### src/rtl/serial_pkg.sv
// Shared definitions for the serial TX/RX side controllers:
// arbiter state encoding and the default end-of-message byte.
package serial_pkg;

    typedef enum logic {
        ST_IDLE   = 1'b0,
        ST_LOCKED = 1'b1
    } arb_state_t;

    localparam logic [7:0] EOM_DEFAULT = 8'h0A;

endpackage

### src/rtl/serial_tx_arbiter_rr_pick.sv
// Combinational round-robin picker: first requesting index searching upward
// from last+1 with wrap-around, plus an any-request flag.
module rr_pick #(
    parameter  int NUM_PORTS = 4,
    localparam int IDX_W     = $clog2(NUM_PORTS)
) (
    input  logic [NUM_PORTS-1:0] i_req,
    input  logic [IDX_W-1:0]     i_last,
    output logic [IDX_W-1:0]     o_grant,
    output logic                 o_any
);

    int w_idx;

    // Offset NUM_PORTS wraps back to last itself, so it is checked last.
    always_comb begin
        o_grant = '0;
        o_any   = 1'b0;
        w_idx   = 0;
        for (int k = 1; k <= NUM_PORTS; k++) begin
            w_idx = (int'(i_last) + k) % NUM_PORTS;
            if (!o_any && i_req[IDX_W'(w_idx)]) begin
                o_any   = 1'b1;
                o_grant = IDX_W'(w_idx);
            end
        end
    end

endmodule

### src/rtl/serial_tx_arbiter.sv
// Shares one serial TX among NUM_PORTS requesters with message-level locking
// and round-robin grants; releases on EOM, burst limit or owner idle timeout.
module serial_tx_arbiter
    import serial_pkg::*;
#(
    parameter  int                  NUM_PORTS = 4,
    parameter  int                  MAX_BITS  = 8,
    parameter  logic [MAX_BITS-1:0] EOM       = MAX_BITS'(EOM_DEFAULT),
    parameter  int                  MAX_BURST = 64,
    parameter  int                  TIMEOUT   = 16,
    localparam int                  OWN_W     = $clog2(NUM_PORTS)
) (
    input  logic                          clk,
    input  logic                          rst_n,
    input  logic [NUM_PORTS*MAX_BITS-1:0] req_data,
    input  logic [NUM_PORTS-1:0]          req_valid,
    output logic [NUM_PORTS-1:0]          req_ready,
    output logic [MAX_BITS-1:0]           tx_data,
    output logic                          tx_valid,
    input  logic                          tx_ready,
    output logic [OWN_W-1:0]              owner,
    output logic                          busy
);

    localparam int BEAT_W = $clog2(MAX_BURST + 1);
    localparam int IDLE_W = (TIMEOUT > 0) ? $clog2(TIMEOUT + 1) : 1;

    arb_state_t          r_state;
    arb_state_t          w_state_next;
    logic [OWN_W-1:0]    r_owner;
    logic [OWN_W-1:0]    r_last;
    logic [BEAT_W-1:0]   r_beat_cnt;
    logic [IDLE_W-1:0]   r_idle_cnt;

    logic [OWN_W-1:0]    w_pick_idx;
    logic                w_pick_any;
    logic                w_owner_valid;
    logic [MAX_BITS-1:0] w_owner_data;
    logic                w_beat;
    logic                w_eom_hit;
    logic                w_burst_hit;
    logic                w_timeout_hit;
    logic                w_release;

    rr_pick #(
        .NUM_PORTS (NUM_PORTS)
    ) u_rr_pick (
        .i_req   (req_valid),
        .i_last  (r_last),
        .o_grant (w_pick_idx),
        .o_any   (w_pick_any)
    );

    assign w_owner_valid = req_valid[r_owner];
    assign w_owner_data  = req_data[int'(r_owner)*MAX_BITS +: MAX_BITS];

    // Pass-through of the locked owner; nothing leaves the block while IDLE.
    always_comb begin
        tx_data   = '0;
        tx_valid  = 1'b0;
        req_ready = '0;
        busy      = 1'b0;
        if (r_state == ST_LOCKED) begin
            busy               = 1'b1;
            tx_data            = w_owner_data;
            tx_valid           = w_owner_valid;
            req_ready[r_owner] = tx_ready;
        end
    end

    assign owner = r_owner;

    assign w_beat        = tx_valid && tx_ready;
    assign w_eom_hit     = w_beat && (tx_data == EOM);
    assign w_burst_hit   = w_beat && (r_beat_cnt == BEAT_W'(MAX_BURST - 1));
    assign w_timeout_hit = (TIMEOUT != 0) && !w_owner_valid &&
                           (r_idle_cnt == IDLE_W'(TIMEOUT - 1));
    assign w_release     = (r_state == ST_LOCKED) &&
                           (w_eom_hit || w_burst_hit || w_timeout_hit);

    always_comb begin
        w_state_next = r_state;
        case (r_state)
            ST_IDLE:   if (w_pick_any) w_state_next = ST_LOCKED;
            ST_LOCKED: if (w_release)  w_state_next = ST_IDLE;
        endcase
    end

    // Counters only move while LOCKED and are cleared by each new grant.
    always_ff @(posedge clk) begin
        if (!rst_n) begin
            r_state    <= ST_IDLE;
            r_owner    <= '0;
            r_last     <= OWN_W'(NUM_PORTS - 1);
            r_beat_cnt <= '0;
            r_idle_cnt <= '0;
        end else begin
            r_state <= w_state_next;
            case (r_state)
                ST_IDLE: begin
                    if (w_pick_any) begin
                        r_owner    <= w_pick_idx;
                        r_beat_cnt <= '0;
                        r_idle_cnt <= '0;
                    end
                end
                ST_LOCKED: begin
                    if (w_release) r_last <= r_owner;
                    if (w_beat && r_beat_cnt != BEAT_W'(MAX_BURST))
                        r_beat_cnt <= r_beat_cnt + BEAT_W'(1);
                    if (w_owner_valid)
                        r_idle_cnt <= '0;
                    else if (r_idle_cnt != IDLE_W'(TIMEOUT))
                        r_idle_cnt <= r_idle_cnt + IDLE_W'(1);
                end
            endcase
        end
    end

endmodule

### config.mk
export PLATFORM = sky130hd
export DESIGN_NAME = serial_tx_arbiter
export DESIGN_NICKNAME = d
export VERILOG_FILES = /design/src/rtl/serial_pkg.sv /design/src/rtl/serial_tx_arbiter_rr_pick.sv /design/src/rtl/serial_tx_arbiter.sv
export SDC_FILE = /design/constraint.sdc
export NUM_CORES = 1
export LEC_CHECK = 0
export BUFFER_PORTS_ARGS = -buffer_cell sky130_fd_sc_hd__buf_2
export CAP_MARGIN = 0
export CORE_UTILIZATION = 25
export CTS_CLUSTER_DIAMETER = 200
export DETAILED_ROUTE_END_ITERATION = 12
export GPL_ROUTABILITY_DRIVEN = 0
export GPL_TIMING_DRIVEN = 0
export PLACE_DENSITY = 0.48
export SLEW_MARGIN = 20
export SYNTH_ARGS = -nofsm -noshare
export SYNTH_HDL_FRONTEND = slang
export SYNTH_HIERARCHICAL = 1
export SYNTH_SLANG_ARGS = --single-unit
### constraint.sdc
create_clock -name clk -period 2.7 [get_ports clk]
set_clock_uncertainty 0.05 [all_clocks]
set_input_delay 0.54 -clock clk [delete_from_list [all_inputs] [get_ports clk]]
set_output_delay 0.54 -clock clk [all_outputs]
set_load 0.1 [all_outputs]
==> results of run 1 <==
through the flow:
stage          hold slack [ns]  power [mW]  utilization, %  setup slack (ns)  instances
6_report                 0.454       0.704            34.8             0.178        278
5_1_grt                  0.492       0.741            34.8            0.0839        278
4_1_cts                  0.457       0.718            34.9            0.0319        279
3_5_place_dp             0.443       0.523            34.0             0.313        275
3_3_place_gp             0.443       0.523            34.0             0.315        275
2_1_floorplan            0.406       0.461               -            0.0340        151
per-layer routing:
metal | global-route usage (%) | part of all wire (%) | vias to the layer above
li1 | - | - | 645
met1 | 14.6 | 47 | 538
met2 | 20.2 | 44 | 53
met3 | 2.99 | 8.2 | 2
met4 | 2.88 | 0.41 | 0
met5 | 0 | 0 | -
power by group:
part | internal (mW) | switching (mW) | leakage, nW | total, mW
logic | 0.0784 | 0.173 | 0.590 | 0.252
clock network | 0.105 | 0.0855 | 0.0228 | 0.190
registers | 0.255 | 0.00689 | 0.139 | 0.262
flip-flops by register name, indices dropped and copies added, names as in the netlist:
register,count
r_idle_cnt,5
r_last,2
r_state,1
r_beat_cnt,7
owner,2
critical path, cell delays in order (launching register included):
cell                      delay (ns)
sky130_fd_sc_hd__dfxtp_2        0.33
sky130_fd_sc_hd__buf_6          0.20
sky130_fd_sc_hd__mux4_2         0.66
sky130_fd_sc_hd__and2_1         0.20
sky130_fd_sc_hd__buf_2          0.28
synth_stat cells (2+ instances only):
master	count	share of area, %
sky130_fd_sc_hd__dfxtp_1	17	25
sky130_fd_sc_hd__and2_1	13	5.9
sky130_fd_sc_hd__nor2_1	13	3.6
sky130_fd_sc_hd__nand2_1	11	3.0
sky130_fd_sc_hd__inv_1	9	2.5
sky130_fd_sc_hd__mux2i_1	8	5.9
sky130_fd_sc_hd__mux4_2	8	13
sky130_fd_sc_hd__nor2b_1	7	3.2
sky130_fd_sc_hd__nand3_1	6	2.2
sky130_fd_sc_hd__a21oi_1	5	1.8
sky130_fd_sc_hd__ha_1	5	4.6
sky130_fd_sc_hd__nand2b_1	5	2.3
sky130_fd_sc_hd__xnor2_1	5	3.2
sky130_fd_sc_hd__o21ai_1	4	1.5
sky130_fd_sc_hd__a21boi_1	3	1.6
sky130_fd_sc_hd__and3_1	2	0.91
sky130_fd_sc_hd__buf_2	2	0.73
sky130_fd_sc_hd__clkbuf_1	2	0.55
sky130_fd_sc_hd__nor3_1	2	0.73
sky130_fd_sc_hd__o21ai_0	2	0.73
sky130_fd_sc_hd__or2_1	2	0.91
layout make-up:
type | instances | area (sq um)
Clock buffer | 4 | 45.0
Sequential cell | 17 | 344
Inverter | 10 | 37.5
Timing Repair Buffer | 54 | 270
Buffer | 4 | 23.8
Tap cell | 70 | 87.6
Multi-Input combinational cell | 119 | 1000
Fill cell | 543 | 3400
path summary, 6_finish.rpt:
kind,from,to,slack (ns),cells after the start
worst min-delay path,r_idle_cnt[2],r_idle_cnt[2],0.45,2
worst min register to register,r_idle_cnt[2],r_idle_cnt[2],0.45,2
worst max-delay path,owner[0],tx_valid,0.18,4
worst max register to register,owner[0],r_state,0.57,6
cell families (layout without fill, tap and decap cells):
group           after synthesis  in the layout
simple gates                 69             69
compound gates               24             24
flops                        17             17
mux                          16             16
buf+inv                      15             72
fa+ha+maj                     5              5
xor+xnor                      5              5
placed cells by master, fill, tap and decap left out, drive strengths merged, types with 2 or more instances in the layout:
master and count:
inv 10, buf 56, nor2 13, or2 3, mux4 8, clkbuf 6
nor2b 7, and2 13, a21boi 3, o22ai 2, nand2b 6, ha 5
o21ai 7, nand2 11, and3 2, dfxtp 17, a21oi 6, nor3 2
xnor2 5, nand3 6, mux2i 8
==> results.toml, run 1 <==
[status]
outcome = "completed"

[yosys]
synthFlopType = "sky130_fd_sc_hd__dfxtp_1"
yosysSeqAreaShare_pct = 24.9
synth-adder-area-share_pct = 4.57
synthesis.instances = 151
postSynth.asyncResetShare_pct = 0
muxShareOfSynthArea_pct = 19.0
synth_simple_gate_area_share_pct = 28.7
synth.ff_latch_count = 17
synth_top_family_by_area = "simple AND/OR/NAND/NOR gates"
synth-warning-count = 6
post_synth_xor_area_fraction_pct = 3.20
synth-compound-area-share_pct = 14.8
synth_nets = 195
syn-cell-area_sq_um = 1370
synth.distinct_cells = 41
number_of_synthesized_flops_with_an_enable_pin = 0
synth.avg_cell_area_sq_um = 9.06

[critical_path]
critical_path_fanouts_max = 15
arrival_ns = 1.93
worst_setup_path_start_kind = "register"
worstSetupPathType = "reg2out"
worst_path_required_ns = 2.11
cp-end-kind = "output port"

[global_routing]
grt_pass1_wl_um = 5620
grt_usage_pct = 11.7
globalRoute.totalOverflow = 0
grt_max_degree = 11
antenna_found_initial = 0
first_global_vias = 1246

[timing]
max_clock_freq_mhz = 397
final.setup.tns_ns = 0
final_max_slew_viol_count = 0
finalSetupViolCount = 0
hold_violation_total_from_the_final_report = 0
final.period_utilization_pct = 93.4
fin_crit_ns = 2.52
timing_worst_slew_pin_value_ns = 0.494
grt_setup_unrepaired = "false"
timing.max_slew.rel_slack_pct = 67.3

[clocking]
cts_tree = "yes"
htreeDepth = 1
path_clk_slew_ns = 0.06
cts_buffer_depth = 2
post_cts.resized_instances = 0
cts_made_buffers = 3
post-cts-setup-buffer-count = 0
cts-root-buf = "sky130_fd_sc_hd__clkbuf_8"
sink_count_of_the_clock_tree = 17
cts_hold_buffers = 0
clock_latency_ns = 0.25

[die]
dieHeight_um = 76.0
floorplan.io_pins = 55
die_width_um = 76.0
initial_standard_cell_utilization_of_the_core_pct = 26.3
floorplan.rows = 26
core_area_sq_um = 5200
floorplan.die_area_sq_um = 5780

[power]
ir_drop_v = 0.000148
cellPowerDensity_nw_per_um2 = 389
power_leakage_nw = 0.752

[drt]
drt-pass1-iter-count = 4
wl_per_cell_um = 11.5
drt-initial-drc-count = 23
detailroute.via_count = 1238
drt_wl_total_um = 3190
post-route-drc-count = 0
vias_per_std_cell = 4.45
drtAntennaViolNets = 0

[placement]
i_o_buffers = 54
detailedPlacementHpwl_um = 2630
postPlaceCellArea_sq_um = 1770

[worst_hold_path]
hp-class = "reg2reg"

[flow_run]
drv_cap = 0

[final_layout]
finish.instance_area_sq_um = 1810
drive_above_1_share_pct = 42.3
antenna-diode-count = 0
area_delta_synth_final_pct = 32.2
final_nets = 253
(Power assumes the default switching activity.)
==> inputs of run 2 (changes only) <==
--- a/config.mk
+++ b/config.mk
@@ -7,12 +7,12 @@
 export LEC_CHECK = 0
 export BUFFER_PORTS_ARGS = -buffer_cell sky130_fd_sc_hd__buf_2
 export CAP_MARGIN = 0
-export CORE_UTILIZATION = 25
+export CORE_UTILIZATION = 48
 export CTS_CLUSTER_DIAMETER = 200
 export DETAILED_ROUTE_END_ITERATION = 12
 export GPL_ROUTABILITY_DRIVEN = 0
 export GPL_TIMING_DRIVEN = 0
-export PLACE_DENSITY = 0.48
+export PLACE_DENSITY = 0.8
 export SLEW_MARGIN = 20
 export SYNTH_ARGS = -nofsm -noshare
 export SYNTH_HDL_FRONTEND = slang
==> run 2 against run 1 <==
Net effect: first-iteration DRC count increased to 3.0 times the previous value; sequential share of layout area increased by 0.72 points; setup slack got worse by 0.057 ns; maximum frequency shrank 2.2%; power is 7.0% lower; worst hold slack improved by 0.0070 ns; count of clock-buffer cells in the layout down 1; core utilization rose by 29 points; non-clock buffer count unchanged; final cell count shrank 14%; combinational power about the same; die area is 47% lower; critical endpoint unchanged.
==> results.toml, run 2 (synthesis results as in run 1) <==
[status]
outcome = "completed"

[critical_path]
worst_setup_path_start_kind = "register"
critical_path_fanouts_max = 15
cp-startpoint = "owner[0]"
r2r_start = "owner[0]"
arrival_ns = 1.99
cp-end-kind = "output port"
cpMaxStageDelayCell = "sky130_fd_sc_hd__mux4_2"
crit_path_cell_trace = "buf_6 > mux4_2 > and2_1 > buf_2"
worstSetupPathType = "reg2out"
crit_path_max_incr_delay_ns = 0.65
worst_path_required_ns = 2.11

[die]
initial_standard_cell_utilization_of_the_core_pct = 50.1
floorplan.rows = 19
dieHeight_um = 55.4
die_width_um = 55.4
floorplan.die_area_sq_um = 3070
core_area_sq_um = 2730
floorplan.io_pins = 55

[drt]
post-route-drc-count = 0
drt_wl_total_um = 3190
vias_per_std_cell = 5.57
drt-initial-drc-count = 68
detailroute.via_count = 1331
drtAntennaViolNets = 0
wl_per_cell_um = 13.3
drt-pass1-iter-count = 5

[power]
ir_drop_v = 0.000300
cellPowerDensity_nw_per_um2 = 376
power_leakage_nw = 0.747

[final_layout]
final_nets = 253
largest_register_ff_count = 7
area_delta_synth_final_pct = 27.3
antenna-diode-count = 0
final_cell_mix = "sky130_fd_sc_hd__buf_2 (55), sky130_fd_sc_hd__dfxtp_1 (14), sky130_fd_sc_hd__nand2_1 (11), sky130_fd_sc_hd__nor2_1 (11), sky130_fd_sc_hd__and2_1 (10)"
fin_cells = 239
drive_above_1_share_pct = 42.8
largestRegisters = "r_beat_cnt (7), r_idle_cnt (5)"
most_common_cell_after_layout_fill_and_taps_aside = "sky130_fd_sc_hd__buf_2"
finish.instance_area_sq_um = 1740
max_flop_register = "r_beat_cnt"

[timing]
grt_setup_unrepaired = "false"
finalSetupViolCount = 0
timing_worst_slew_pin_value_ns = 0.499
final_max_slew_viol_count = 0
final.period_utilization_pct = 95.5
timing.max_slew.rel_slack_pct = 66.9
hold_violation_total_from_the_final_report = 0
fin_crit_ns = 2.58
final.setup.tns_ns = 0
max_clock_freq_mhz = 388
whs_ns = 0.461

[placement]
postPlaceCellArea_sq_um = 1720
detailedPlacementHpwl_um = 2630
i_o_buffers = 54
place_inst = 236

[global_routing]
grt_usage_pct = 21.4
first_global_vias = 1290
antenna_found_initial = 0
globalRoute.totalOverflow = 0
grt_max_degree = 16
grt_pass1_wl_um = 5380

[clocking]
htreeDepth = 1
cts-root-buf = "sky130_fd_sc_hd__clkbuf_4"
sink_count_of_the_clock_tree = 17
cts_made_buffers = 3
cts_buffer_depth = 2
path_clk_slew_ns = 0.10
cts_tree = "yes"
post_cts.resized_instances = 0
clock_latency_ns = 0.30
post-cts-setup-buffer-count = 0

[flow_run]
drv_cap = 0

[worst_hold_path]
hp-class = "reg2reg"
hold_path_startpoint = "r_idle_cnt[3]"
-- run 2: cell types whose count changed in the layout (fill, tap and decap cells not counted), sizes merged --
cell    delta
clkbuf     -1
clkinv     +1
-- run 2: where the power goes --
group          internal, mW  switching [mW]
Clock                0.0552          0.0832
Combinational        0.0787           0.176
Sequential            0.255         0.00695
Total                 0.389           0.266
-- run 2: per-layer routing --
layer	share of wire, %	track usage, %
met1	43	25.4
met2	48	37.9
met3	5.8	2.81
met4	2.2	10.7
met5	0	0
-- run 2: cell type report --
type	instances	area [sq um]
tap	31	38.8
sequential	17	344
inverter	10	37.5
timing repair buffer	54	270
clock inverter	1	5.00
clock buffer	3	22.5
buffer	4	23.8
fill	215	991
multi-input combinational	119	1000
-- run 2: what timing repair did --
action	in CTS	in global routing
hold endpoints to repair	0	0
setup endpoints to repair	2	0
hold buffers	0	0
-- run 2: metrics by stage --
step                total power [mW]  utilization (%)  setup slack, ns
global placement               0.516             62.9            0.340
floorplan                      0.461                -           0.0340
global route                   0.682             63.8           0.0510
CTS                            0.660             63.8            0.103
finish                         0.655             63.8            0.121
detailed placement             0.522             62.9            0.328
-- run 2: worst max-delay path: cells and delay by family, from the launching register on --
kind,cells,cell delay [ns]
multiplexers,1,0.65
buffers and inverters,2,0.48
flip-flops,1,0.35
AND/OR/NAND/NOR,1,0.20
-- run 2: path summary, 6_finish.rpt --
path / endpoint / slack [ns] / cells past startpoint
worst max register to register: r_state / 0.56 / 6
worst min-delay path: r_idle_cnt[3] / 0.46 / 2
worst max-delay path: tx_valid / 0.12 / 4
worst min register to register: r_idle_cnt[3] / 0.46 / 2
